### src/rtl/maxmin_pkg.sv
// maxmin_pkg: shared types and defaults for the max/min window scheduler.
//   state_t  - scheduler FSM states
//   src_t    - requester index (two sources)
//   rr_pick  - round-robin choice between the two requesters
package maxmin_pkg;

  localparam int WIDTH_DEF   = 32;
  localparam int MAX_WIN_DEF = 256;
  localparam int NUM_SRC     = 2;

  typedef enum logic [1:0] {
    IDLE = 2'd0,
    RUN  = 2'd1,
    DONE = 2'd2
  } state_t;

  typedef logic src_t;

  // The favoured source wins if it is asking; otherwise the other one does.
  // Only meaningful when at least one request bit is set.
  function automatic src_t rr_pick(input logic [NUM_SRC-1:0] req, input src_t ptr);
    return req[ptr] ? ptr : src_t'(~ptr);
  endfunction

endpackage

### src/rtl/maxmin_track.sv
// maxmin_track: running unsigned max/min over a stream of samples.
//   clk, rst  - clock, async active-low reset
//   clr       - start a new window (zeroes max/min, arms first-sample load)
//   en        - accept sample d
//   d         - sample
//   max, min  - registered running extremes
module maxmin_track
  import maxmin_pkg::*;
#(
  parameter int WIDTH = WIDTH_DEF
) (
  input  logic             clk,
  input  logic             rst,
  input  logic             clr,
  input  logic             en,
  input  logic [WIDTH-1:0] d,
  output logic [WIDTH-1:0] max,
  output logic [WIDTH-1:0] min
);

  logic first;

  always_ff @(posedge clk or negedge rst) begin
    if (!rst) begin
      first <= 1'b1;
      max   <= '0;
      min   <= '0;
    end else if (clr) begin
      first <= 1'b1;
      max   <= '0;
      min   <= '0;
    end else if (en) begin
      first <= 1'b0;
      // First sample seeds both; strict compares keep the held value on ties.
      if (first || (d > max)) max <= d;
      if (first || (d < min)) min <= d;
    end
  end

endmodule

### src/rtl/maxmin_window_sched.sv
// maxmin_window_sched: grants a shared max/min tracker to one of two sample
// sources for a window of win_len samples, then presents the result.
//   clk, rst          - clock, async active-low reset
//   req[1:0]          - per-source window request (level)
//   win_len           - window length, sampled at grant (legal 1..MAX_WIN)
//   s_valid/s_ready   - per-source sample handshake; s_data0/s_data1 data
//   grant             - one-hot window owner, 0 when idle
//   busy              - window in progress or result pending
//   m_valid/m_ready   - result handshake
//   m_max, m_min      - window extremes (unsigned)
//   m_src, m_count    - owning source, window length
module maxmin_window_sched
  import maxmin_pkg::*;
#(
  parameter int WIDTH   = WIDTH_DEF,
  parameter int MAX_WIN = MAX_WIN_DEF,
  parameter int CW      = $clog2(MAX_WIN + 1)
) (
  input  logic             clk,
  input  logic             rst,
  input  logic [1:0]       req,
  input  logic [CW-1:0]    win_len,
  input  logic [1:0]       s_valid,
  input  logic [WIDTH-1:0] s_data0,
  input  logic [WIDTH-1:0] s_data1,
  output logic [1:0]       s_ready,
  output logic [1:0]       grant,
  output logic             busy,
  output logic             m_valid,
  input  logic             m_ready,
  output logic [WIDTH-1:0] m_max,
  output logic [WIDTH-1:0] m_min,
  output logic             m_src,
  output logic [CW-1:0]    m_count
);

  state_t        state, state_nxt;
  src_t          ptr;
  src_t          pick;
  logic [CW-1:0] cnt;
  logic          win_ok, start, beat, last, hs;
  logic [WIDTH-1:0] d_sel;

  assign win_ok = (win_len != '0) && (win_len <= CW'(MAX_WIN));
  assign pick   = rr_pick(req, ptr);
  assign start  = (state == IDLE) && (|req) && win_ok;

  // Ready is decoded from registered state and owner so it drops the cycle
  // after the final beat without an extra flop.
  for (genvar i = 0; i < NUM_SRC; i++) begin : g_rdy
    assign s_ready[i] = (state == RUN) && grant[i];
  end

  assign beat = |(s_valid & s_ready);
  // m_count doubles as the latched window length.
  assign last = beat && ((cnt + CW'(1)) == m_count);
  assign hs   = (state == DONE) && m_ready;

  // m_src holds the owner from grant onward, so it steers the sample mux.
  assign d_sel = m_src ? s_data1 : s_data0;

  always_ff @(posedge clk or negedge rst) begin
    if (!rst) state <= IDLE;
    else      state <= state_nxt;
  end

  always_comb begin
    state_nxt = state;
    case (state)
      IDLE:    if (start) state_nxt = RUN;
      RUN:     if (last)  state_nxt = DONE;
      DONE:    if (hs)    state_nxt = IDLE;
      default: state_nxt = IDLE;
    endcase
  end

  always_ff @(posedge clk or negedge rst) begin
    if (!rst) begin
      grant   <= '0;
      busy    <= 1'b0;
      m_valid <= 1'b0;
      m_src   <= 1'b0;
      m_count <= '0;
      cnt     <= '0;
      ptr     <= 1'b0;
    end else begin
      busy    <= (state_nxt != IDLE);
      m_valid <= (state_nxt == DONE);
      if (start) begin
        grant   <= 2'b01 << pick;
        m_src   <= pick;
        m_count <= win_len;
        cnt     <= '0;
      end else if (beat) begin
        cnt <= cnt + CW'(1);
      end
      if (hs) begin
        grant <= '0;
        // Favour whoever was not just served.
        ptr   <= ~m_src;
      end
    end
  end

  // Tracker registers are only written in RUN, so they double as the
  // result registers and hold steady through DONE.
  maxmin_track #(.WIDTH(WIDTH)) u_track (
    .clk (clk),
    .rst (rst),
    .clr (start),
    .en  (beat),
    .d   (d_sel),
    .max (m_max),
    .min (m_min)
  );

endmodule
### config.mk
export PLATFORM = sky130hd
export DESIGN_NAME = maxmin_window_sched
export DESIGN_NICKNAME = d
export VERILOG_FILES = /design/src/rtl/maxmin_pkg.sv /design/src/rtl/maxmin_track.sv /design/src/rtl/maxmin_window_sched.sv
export SDC_FILE = /design/constraint.sdc
export NUM_CORES = 1
export LEC_CHECK = 0
export ABC_AREA = 1
export BUFFER_PORTS_ARGS = -buffer_cell sky130_fd_sc_hd__buf_4
export CORE_ASPECT_RATIO = 1.5
export CORE_MARGIN = 1.5
export CORE_UTILIZATION = 57
export DETAILED_ROUTE_END_ITERATION = 7
export PLACE_DENSITY = 0.84
export REMOVE_ABC_BUFFERS = 1
export SLEW_MARGIN = 20
export SYNTH_ARGS = -nofsm -noshare
export SYNTH_HDL_FRONTEND = slang
export SYNTH_SLANG_ARGS = --single-unit
### constraint.sdc
create_clock -name clk -period 3.9 [get_ports clk]
set_input_delay 0.585 -clock clk [delete_from_list [all_inputs] [get_ports clk]]
set_output_delay 0.585 -clock clk [all_outputs]
set_load 0.01 [all_outputs]
==> results.txt, run 1 <==
- # hold bufs at CTS: 0
* Post-synthesis async set-or-reset flop share: 1.000
* Count of input and output buffers: 159
* Vias post-DR: 6051
- Post-synthesis sequential element count: 91
- Sequential cell area fraction in the yosys report: 0.3676
* Outcome: finished clean
- At the pin with the least slew margin, the transition time is 699.5 ps.
* Post-CTS resize count: 0
* DR DRC count: 0
* Slowest stage cell on the critical path: sky130_fd_sc_hd__dfrtp_1
- Measured against its own limit, the worst slew margin works out to 0.5337.
- Die outline height: 130.7 um
- Broken down by cell family, the worst path's largest delay share belongs to simple AND/OR/NAND/NOR gates.
* Post-Route Utilization: 0.7284
* Core Area: 10590 um2
- Syn. warnings: 0
* Final ANT Viol Nets: 0
- Counting both buffers and inverters, the worst setup path holds a total of 1.
* First-pass GRT wire length: 26370 um
- For the final database, setup skew stands at 5.629 ps.
* Cell area after synthesis: 6198 um2
- Across every metal layer, demand over resource in global routing totals 0.2954.
- Dividing the synthesized area by the synthesized cell count gives 7.133 um2.
- Summing internal, switching and leakage power gives 7.087 mW.
- Proportion of netlist area held by the largest area contributor: 0.3633
* Count of flip-flops with a built-in enable after synthesis: 0
* Final-report hold violation count: 0
- The worst-case IR drop observed on VDD is 0.5188 mV.
- CTS max path bufs: 2
* Worst reg2reg path depth: 14
* Lkg Pwr: 4.505 nW
- The cell count after synthesis came out at 869.
* Die W: 88.15 um
- Category of the most critical setup path: reg2reg
* Crit share post-route: 0.8120
- Kind of start point of the critical path: flop
- STA puts the critical path data required time at 4140 ps.
* Pwr dens: 918.7 nW/um2
* Diodes inserted: 0
- After the first detailed-routing iteration, the DRC count stood at 260.
- Max-cap violations in this run came to 0.
- Number of iterations in the first detailed-routing pass: 7
- The startpoint identified for the worst register-to-register timing path is m_src.
- Worst setup timing slack at the placement stage: 751.6 ps
- Total clock buffers created by CTS: 9
- The area growth from synthesis to layout is 24.44%.
- Of all cell types, the one taking the most synthesized area is sky130_fd_sc_hd__dfrtp_1.
- Skew-Pair Late Insertion Delay: 350 ps
* Hpwl dp: 11770 um
* Critical path's largest stage delay: 400 ps
* Share of final-layout standard cells stronger than drive strength 1: 0.1916
- Cell count after placement: 1146
* Vias/cell: 5.207
- Setup violations remaining at the end of the flow were counted as 0.
- Sorting the synthesized cells by how often they occur yields sky130_fd_sc_hd__nand2_1 (340), sky130_fd_sc_hd__inv_1 (128), sky130_fd_sc_hd__dfrtp_1 (90).
* Worst reg-to-reg setup slack: 730 ps
- Timing would allow up to 0.3158 GHz.
- Subtracting the final worst setup slack from the clock period gives 3167 ps.
- Total congestion overflow: 0
- Unique masters post-synth: 34
* Worst hold slack: 277.1 ps
- Number of nets in the layout: 1157
- Most common cell in the synthesized netlist: sky130_fd_sc_hd__nand2_1
- Clock-pin slew was measured on the worst setup and hold paths at 60 ps.
- By area the synthesized netlist is led by sky130_fd_sc_hd__dfrtp_1 (36%), sky130_fd_sc_hd__nand2_1 (21%), sky130_fd_sc_hd__ha_1 (13%).
- The worst setup path is captured at a flop.
* Pin count of the biggest net entering global routing: 55
- Level count of the clock H-tree: 3
- The most used flip-flop cell after synthesis is sky130_fd_sc_hd__dfrtp_1.
* Most common cell type on the critical path: sky130_fd_sc_hd__nand2_1
* Final count of pins violating max slew: 0
- Routed len/inst: 14.06 um
- TritonCTS clock tree: built
- After floorplanning, the core was divided into 46 placement rows.
- The worst hold path belongs to the class in2async.
* Vias in the first global route: 5841
- The finished layout holds 1162 standard cells, fillers aside.
- Initial Util: 0.5853
- Setup slack on the critical path of the routed design comes to 733.2 ps.
- Total I/O pin count: 160
- Routed WL: 16340 um
- Setup total negative slack on the finished layout was measured at 0 ps.
- Worst r2r dst: u_track.max[5]
* Buffer count from post-CTS setup fixing: 0
* Die Outline Area: 11520 um2
- Cell chain of the critical path: buf_4 > nand2_1 > nand2_1 > ha_1 > nand2_1 > nor4_2 > and3_1 > nand2_1 > nand2_1 > nand2_1 > nand2_4 > nand2_4 > nand2_1 > nand2_1
- Design Area, Final: 7714 um2
* Sinks on Clock Net: 91
- Library cell used as clock root buffer: sky130_fd_sc_hd__clkbuf_16
- Number of antenna violations at the first check in global routing: 0
* RSZ-0062 raised after global routing: false
- Fillers: 919
* CP max FO: 33
* Routability cong.: 0.8697
* Worst path arrival time: 3400 ps
* Placed cell area: 7418 um2
==> flip-flops by register name (all words and copies together), names as in the netlist <==
signal	flops
busy	1
cnt	9
grant	2
m_count	9
m_src	1
m_valid	1
ptr	1
state	2
u_track.first	1
u_track.max	32
u_track.min	32
==> metal layers <==
layer	GRT usage	routed length, um
met1	0.3440	6392
met3	0.03957	854
met4	0.1342	497
met2	0.5326	8595
met5	0	0
==> placed cells by master, fill, tap and decap left out, types with 2 or more instances in the layout <==
master,netlist,routed
sky130_fd_sc_hd__nand2_1,340,340
sky130_fd_sc_hd__buf_4,7,166
sky130_fd_sc_hd__inv_1,128,128
sky130_fd_sc_hd__dfrtp_1,90,90
sky130_fd_sc_hd__nand3_1,79,78
sky130_fd_sc_hd__ha_1,64,64
sky130_fd_sc_hd__a21oi_1,34,34
sky130_fd_sc_hd__o21ai_0,25,25
sky130_fd_sc_hd__nor2_1,22,22
sky130_fd_sc_hd__clkbuf_16,0,9
sky130_fd_sc_hd__nand4_1,7,7
sky130_fd_sc_hd__o22ai_1,6,6
sky130_fd_sc_hd__nor3_1,6,6
sky130_fd_sc_hd__o211ai_1,4,4
sky130_fd_sc_hd__nand2_4,4,4
sky130_fd_sc_hd__xor2_1,4,4
sky130_fd_sc_hd__xnor2_1,3,3
sky130_fd_sc_hd__clkinv_2,0,3
sky130_fd_sc_hd__nand2_2,2,2
sky130_fd_sc_hd__or2_2,2,2
sky130_fd_sc_hd__nand3b_1,2,2
sky130_fd_sc_hd__inv_2,2,2
sky130_fd_sc_hd__a211oi_1,2,2
==> kinds of logic (layout without fill, tap and decap cells) <==
kind of cell	count (synthesis)	in the layout	share of synthesized area
buffers and inverters	164	313	0.1138
DFF	91	91	0.3676
AOI/OAI and AO/OA	75	75	0.06581
xor gates and xnor gates	7	7	0.009891
adders and majority gates	64	64	0.1292
and+or+nand+nor	468	468	0.3137
==> report_power, final <==
group	leakage, nW	internal [mW]	switching, mW
sequential	1.14	1.39	0.384
combinational	3.22	1.67	2.77
clock	0.145	0.511	0.365
total	4.51	3.57	3.51
==> worst max path at each step <==
stage                     startpoint         endpoint  slack, ps  cells past startpoint
after floorplan           win_len[0]   u_track.max[0]        110                      9
after global placement         m_src  u_track.max[19]        850                     14
after detailed placement       m_src   u_track.max[9]        750                     14
after CTS                      m_src   u_track.max[9]        740                     14
after global routing           m_src   u_track.max[5]        510                     14
final                          m_src   u_track.max[5]        730                     14
==> area by class of cell <==
class	instances	area, um2	area share
timing repair buffer	166	1246	0.1616
multi-input combinational	614	3219	0.4174
inverter	131	494.2	0.06407
clock inverter	5	52.55	0.006813
clock buffer	11	242.7	0.03147
sequential	91	2278	0.2954
tap	144	180.2	0.02336
Power figures use the tool's default switching activity.
==> run 2: changes to the inputs <==
ABC_AREA = 0   (was 1)
CORE_UTILIZATION = 49   (was 57)
PLACE_DENSITY = 0.77   (was 0.84)
clock period = 2.8 ns   (was 3.9 ns; I/O delays follow)
==> run 2 against run 1 <==
  * Cell count is 13% lower
  * Die area grew 12%
  * Synthesized cell count fell by 30%
  * First-iteration DRC count rose by 110%
  * Largest power group unchanged
  * The run now ends with setup timing left
  * Critical endpoint is now u_track.min[18]
  * Combinational power up 130%
  * Wire length up 52%
==> results.txt, run 2 <==
* Final WS setup: -414.1 ps
* Die W: 93.46 um
- Timing would allow up to 0.3111 GHz.
- Number of nets in the layout: 997
- Area of all sequential standard cells: 2280 um2
- Skew-Pair Late Insertion Delay: 360 ps
* Unique masters post-synth: 56
- Clock tree synthesis inserted a total of 9 buffers.
- Headroom to the max-slew limit came out at 0.5293.
- STA puts the critical path data arrival time at 3450 ps.
- Level count of the clock H-tree: 3
- At the pin with the least slew margin, the transition time is 698.6 ps.
* Sequential share of power: 0.191
- DR DRC count: 0
- Core Area: 11960 um2
- TritonCTS clock tree: built
- Fillers: 637
- Category of the most critical setup path: reg2reg
* Outcome: finished, violations left
- First-pass GRT wire length: 32840 um
- Max-capacitance violation count: 0
- Hpwl dp: 14170 um
- The internal power of the cells totals 7.675 mW.
- After detailed routing, the average wire length per cell comes to 24.52 um.
- Largest registers ranked by flip-flop count: u_track.max: 32 flops, u_track.min: 32 flops
- Crit share post-route: 1.148
- Die outline height: 138.7 um
- After clock tree synthesis, the clock-pin slew on the worst setup and hold paths is 70 ps.
- Walking the worst path, the cells encountered are buf_6 > buf_6 > mux2i_4 > inv_2 > ha_1 > a21oi_4 > o21ai_2 > a2111o_1 > a2111oi_4 > buf_6 > buf_8 > a211oi_2 > a211oi_1.
* Final ANT Viol Nets: 0
* Area used by multi-input combinational logic: 4153 um2
- Post-synthesis sequential element count: 91
- Final-report hold violation count: 0
- Setup violations remaining at the end of the flow were counted as 64.
- The tree is rooted in a sky130_fd_sc_hd__clkbuf_16.
- Pwr dens: 1474 nW/um2
- Total congestion overflow: 0
* Number of antenna violations at the first check in global routing: 0
- Routability-driven placement finished with a final weighted congestion of 0.8804.
- Most common cell type on the critical path: sky130_fd_sc_hd__buf_6
* CP max FO: 7
* Violations in the final reports: setup timing
- Combinational power share: 0.719
- Final hold analysis gives a worst-case slack of 50.54 ps.
- Sequential cell area fraction in the yosys report: 0.3788
- The share of total power dissipated in the clock network is 0.090.
- By instance count, the leading cell after synthesis is sky130_fd_sc_hd__inv_1.
- Counting along the longest clock path gives a buffer depth of 2.
- Count of flip-flops with a built-in enable after synthesis: 0
* Flip-flop cell with the highest count after synthesis: sky130_fd_sc_hd__dfrtp_1
- Pin count of the biggest net entering global routing: 55
- Total I/O pin count: 160
- Syn. warnings: 0
* Vias/cell: 6.403
* Worst setup timing slack at the placement stage: -378.5 ps
* Critical Path Sink Type: flop
- The final-report max-slew violation count was 0.
- Synth cell count leaders: sky130_fd_sc_hd__inv_1 (97), sky130_fd_sc_hd__dfrtp_1 (90), sky130_fd_sc_hd__a211oi_1 (65)
- For this run, the slowest stage of the critical path takes 440 ps.
* Kind of start point of the critical path: flop
* Number of iterations in the first detailed-routing pass: 5
- The biggest area contributor in the post-synthesis netlist is sky130_fd_sc_hd__dfrtp_1.
* Share of final-layout standard cells stronger than drive strength 1: 0.5140
- The smallest clock period supported by the final layout is computed as 3214 ps.
- Ranked by total cell area, the synthesized netlist is headed by sky130_fd_sc_hd__dfrtp_1 (37%), sky130_fd_sc_hd__ha_1 (13%), sky130_fd_sc_hd__a211oi_1 (8.1%).
- Data required time at the worst endpoint: 3040 ps
- Worst Hold Class: in2async
- Leaving out fill and tap cells, the most frequent cell in the layout is sky130_fd_sc_hd__buf_4.
* Post-synthesis async set-or-reset flop share: 1.000
* Post-Synthesis Cells: 609
* Setup clock skew after layout: 9.114 ps
- Net switching power figure: 6.462 mW
- Slowest stage cell on the critical path: sky130_fd_sc_hd__a2111o_1
- Clock tree synthesis found a total of 91 sinks.
* Largest vdd supply drop: 0.8811 mV
- Diodes inserted: 0
* Die Outline Area: 12960 um2
* Lkg Pwr: 4.388 nW
* Initial Util: 0.5031
* Vias post-DR: 6473
- After the first detailed-routing iteration, the DRC count stood at 555.
- The via count of the first global-routing pass came to 6547.
* # hold bufs at CTS: 0
- Leaving out fill and tap cells, the most frequent cells in the layout are sky130_fd_sc_hd__buf_4 (224), sky130_fd_sc_hd__dfrtp_1 (89), sky130_fd_sc_hd__inv_1 (84).
- The average instance in the mapped netlist occupies 9.876 um2.
- After floorplanning, the core was divided into 49 placement rows.
- Area delta synth->final: 59.46%
- Of the post-synthesis cell area, the dominant cell type holds 0.3745.
- Routed WL: 24790 um
- Across every metal layer, demand over resource in global routing totals 0.3279.
- Port buffering added 159 buffers.
* Net Sw Frac: 0.4571
- RSZ-0062 raised after global routing: true
- Cell area after synthesis: 6015 um2
==> run 2: area by class of cell <==
class	instances	share of cell area
multi-input combinational	392	0.4330
timing repair buffer	262	0.2406
sequential	91	0.2377
inverter	97	0.03796
clock buffer	10	0.02387
tap	153	0.01996
clock inverter	6	0.006915
==> run 2: worst max-delay path: cells and delay by family (launching register included) <==
| family | cells | cell delay [ps] |
|---|---|---|
| AOI/OAI and AO/OA | 6 | 1500 |
| adders and majority gates | 1 | 270 |
| buffers and inverters | 5 | 670 |
| muxes | 1 | 250 |
| DFF | 1 | 390 |
==> run 2: path summary, 6_finish.rpt <==
kind	startpoint	end	slack (ps)	cells past startpoint
min in group clk	win_len[3]	m_count[3]	300	2
setup / recovery	m_src	u_track.min[18]	-410	13
setup reg to reg	m_src	u_track.min[18]	-410	13
hold reg to reg	ptr	ptr	510	2
max in group asynchronous	rst	u_track.first	2030	2
hold / removal	rst	grant[0]	50	1
==> run 2: cells by family after synthesis <==
group | share of synthesized area
AOI/OAI and AO/OA | 0.2263
buffers and inverters | 0.09070
and+or+nand+nor | 0.07760
DFF | 0.3788
adders and majority gates | 0.1331
muxes | 0.07011
xor gates and xnor gates | 0.02330
==> run 2: power groups by stage <==
| stage | combinational, mW | clock (mW) | sequential [mW] |
|---|---|---|---|
| after floorplan | 3.38 | 0 | 2.77 |
| after global placement | 6.36 | 0 | 2.60 |
| after detailed placement | 6.66 | 0 | 2.61 |
| after CTS | 8.27 | 1.24 | 2.59 |
| after global routing | 10.6 | 1.31 | 2.75 |
| final | 10.2 | 1.27 | 2.71 |
==> run 2: layer usage <==
| metal | vias to the layer above | GRT usage | routed length (um) |
|---|---|---|---|
| li1 | 2695 | - | - |
| met3 | 171 | 0.06414 | 1837 |
| met1 | 3127 | 0.3451 | 8269 |
| met5 | - | 0 | 0 |
| met4 | 0 | 0.1994 | 1884 |
| met2 | 480 | 0.5858 | 12800 |
==> run 2: repair_timing <==
action,4_1_cts,5_1_grt
buffers inserted,15,11
pin swaps,32,25
gates resized for setup,117,104
setup endpoints to repair,64,64
gates cloned,5,2
==> run 2: through the flow <==
| stage | total power [mW] | util | TNS [ps] | std cells | instance area [um2] |
|---|---|---|---|---|---|
| after global placement | 8.959 | 0.6566 | -10970 | 966 | 7850 |
| after global routing | 14.64 | 0.8022 | -26030 | 1011 | 9590 |
| after detailed placement | 9.268 | 0.6566 | -16280 | 966 | 7850 |
| final | 14.14 | 0.8022 | -21330 | 1011 | 9590 |
| after floorplan | 6.154 | - | -104230 | 580 | 5833 |
| after CTS | 12.10 | 0.7476 | -4759 | 1002 | 8937 |
==> run 3: changes to the inputs <==
CORE_MARGIN = unset   (was 1.5)
CORE_UTILIZATION = 54   (was 49)
PLACE_DENSITY = 0.81   (was 0.77)
clock period = 3.29 ns   (was 2.8 ns; I/O delays follow)
==> run 3 against run 2 <==
  * The flow now finishes without violations
  * Sequential share of layout area increased by 4.8 points
  * Clock skew decreased by 0.71 ps
  * Worst setup slack improved by 490 ps
  * Clock power decreased by 16%
  * Total power decreased by 36%
  * Via count decreased by 11%
  * Utilization decreased by 5.5 points
  * Final area decreased by 17%
  * Largest cell class unchanged
  * Largest power group unchanged
==> results.txt, run 3 (synthesis results as in run 2) <==
- Outcome: finished clean
- Detailed routing inserted a total of 5736 vias.
* Int Pwr: 4.926 mW
* Level count of the clock H-tree: 3
- The largest single stage delay on the critical path is 520 ps.
- After the last flow step, the layout net total stands at 932.
- DR DRC count: 0
- Across every metal layer, demand over resource in global routing totals 0.3210.
- In the layout the commonest cells are sky130_fd_sc_hd__buf_4 (188), sky130_fd_sc_hd__inv_1 (97), sky130_fd_sc_hd__dfrtp_1 (89).
* Count of input and output buffers: 159
- In the final layout, the share of cells above drive strength 1 is 0.3329.
- Hpwl dp: 13480 um
- Worst reg2reg path depth: 12
- The final-report max-slew violation count came to 0.
* Net switching power figure: 4.068 mW
- Worst reg-to-reg setup slack: 70 ps
- The largest registers in the layout are u_track.max: 32 flops, u_track.min: 32 flops.
- The min-delay analysis places its worst path in the category in2async.
- Routability cong.: 0.9394
* Area delta synth->final: 33.01%
* Skew-Pair Late Insertion Delay: 360 ps
- Of the total power, the share spent switching nets is 0.4523.
- In this run the power density over the cells is 1124 nW/um2.
- Counting both buffers and inverters, the worst setup path holds a total of 4.
* Worst path arrival time: 3430 ps
- Most common cell type on the critical path: sky130_fd_sc_hd__buf_4
* Sinks on Clock Net: 91
* Maximum clock frequency: 0.3108 GHz
* Floorplan row count: 46
- Die W: 88.17 um
- Worst hold slack: 162.6 ps
* Routed WL: 18510 um
* Crit share post-route: 0.9780
- The first global-routing pass estimated 28770 um of wire.
* Combinational power share: 0.636
* Total clock buffers created by CTS: 9
- Subtracting the final worst setup slack from the clock period gives 3218 ps.
- Initial Util: 0.5618
- Setup_tns: 0 ps
- Worst setup timing slack at the placement stage: -12.92 ps
- VDD sags by at most 0.7726 mV.
- Vias in the first global route: 6148
- The slowest stage of the critical path is the sky130_fd_sc_hd__dfrtp_4 cell.
- Final-report hold violation count: 0
* Data required time at the worst endpoint: 3510 ps
- Leading cell type in the layout, fill and taps excluded: sky130_fd_sc_hd__buf_4
* Total congestion overflow: 0
* CP max FO: 9
- Across the run, the number of max-cap violations was 0.
- The startpoint identified for the worst register-to-register timing path is m_src.
- Vias/cell: 6.122
* Setup clock skew after layout: 8.399 ps
- Dividing the detail-routed wire length by the instance count gives 19.75 um.
- Final ANT Viol Nets: 0
* Final setup fails: 0
- The share of total power dissipated in sequential elements is 0.245.
* Die Outline Area: 11570 um2
- Largest delay share family, worst path: compound AO/OA/AOI/OAI gates
- In this run, the number of DRC markers left after iteration 0 of detailed routing was 326.
- Clock power frac: 0.119
- The number of antenna diodes in the final layout is 0.
- Worst max-slew margin expressed relative to the limit: 0.5441
- Number of antenna violations at the first check in global routing: 0
- Core Area: 10710 um2
- In this run the critical register-to-register path is captured at u_track.min[2].
- Number of iterations in the first detailed-routing pass: 5
- Category of the most critical setup path: reg2reg
- Die outline height: 131.3 um
* Library cell used as clock root buffer: sky130_fd_sc_hd__clkbuf_16
- During I/O placement, the number of pins put on the boundary was 160.
* Lkg Pwr: 3.879 nW
- Cell chain of the critical path: buf_4 > mux2i_2 > inv_1 > ha_1 > a211oi_1 > nor2_1 > a2111o_1 > a2111oi_4 > buf_4 > a21o_1 > buf_4 > a211oi_1
* Pin count of the biggest net entering global routing: 48
- Kind of start point of the critical path: flop
* Critical Path Sink Type: flop
- No sink is reached through more buffers than the 2 on the longest clock path.
* TritonCTS clock tree: built
- Clock edge transition at the registers on the reported setup and hold paths: 70 ps
* Worst-Margin Slew: 681.3 ps
- Final WS setup: 72.40 ps
## run 3: cell types whose count changed in the layout (fill, tap and decap cells not counted), sizes merged
cell / delta
clkinvlp: +1
clkbuf: -3
buf: -63
inv: +1
clkinv: -1
## run 3: how the worst max path moves through the flow
stage                from         endpoint  cells after the start
CTS                 m_src  u_track.min[25]                     10
global route        m_src  u_track.min[24]                     12
detailed placement  m_src   u_track.min[2]                     10
finish              m_src   u_track.min[2]                     12
global placement    m_src  u_track.min[30]                     10
floorplan           m_src   u_track.min[0]                      9
## run 3: final cells by class
type / count / area, um2
repair buffers: 197 / 1550
flip-flops and latches: 91 / 2282
well taps: 144 / 180.2
clock buffers: 9 / 225.2
inverters: 97 / 364.1
fillers: 776 / 2705
clock inverters: 7 / 77.57
multi-input cells: 392 / 3321
## run 3: repair_timing
action	in CTS	in global routing
buffers inserted	0	9
pin swaps	0	3
setup endpoints to repair	23	64
hold endpoints to repair	0	0
resized for setup	1	36
cloned	0	2
hold buffers	0	0
## run 3: worst register-to-register path: stages (launching register included)
cell and delay (ps):
sky130_fd_sc_hd__dfrtp_4 520, sky130_fd_sc_hd__buf_4 200, sky130_fd_sc_hd__mux2i_2 290, sky130_fd_sc_hd__inv_1 130, sky130_fd_sc_hd__ha_1 220, sky130_fd_sc_hd__a211oi_1 220, sky130_fd_sc_hd__nor2_1 90, sky130_fd_sc_hd__a2111o_1 460
sky130_fd_sc_hd__a2111oi_4 280, sky130_fd_sc_hd__buf_4 200, sky130_fd_sc_hd__a21o_1 170, sky130_fd_sc_hd__buf_4 210, sky130_fd_sc_hd__a211oi_1 100
## run 3: stage by stage
step	total power [mW]	utilization	std cells	instance area (um2)
floorplan	5.238	-	580	5833
global placement	7.213	0.6969	910	7461
detailed placement	7.485	0.6969	910	7461
CTS	8.604	0.7255	926	7766
global route	9.558	0.7473	937	8000
finish	8.994	0.7473	937	8000
## run 3: power groups by stage
| stage | clock network (mW) | logic, mW | registers (mW) |
|---|---|---|---|
| floorplan | 0 | 2.88 | 2.36 |
| detailed placement | 0 | 5.25 | 2.23 |
| CTS | 1.08 | 5.30 | 2.22 |
| finish | 1.07 | 5.72 | 2.21 |
| global route | 1.11 | 6.19 | 2.26 |
| global placement | 0 | 5.01 | 2.21 |
## run 3: metal layers
| metal | vias to the layer above | track usage | part of all wire |
|---|---|---|---|
| met5 | - | 0 | 0 |
| met4 | 0 | 0.2115 | 0.056 |
| met3 | 82 | 0.04648 | 0.071 |
| met2 | 325 | 0.5671 | 0.53 |
| met1 | 2771 | 0.3418 | 0.35 |
| li1 | 2558 | - | - |
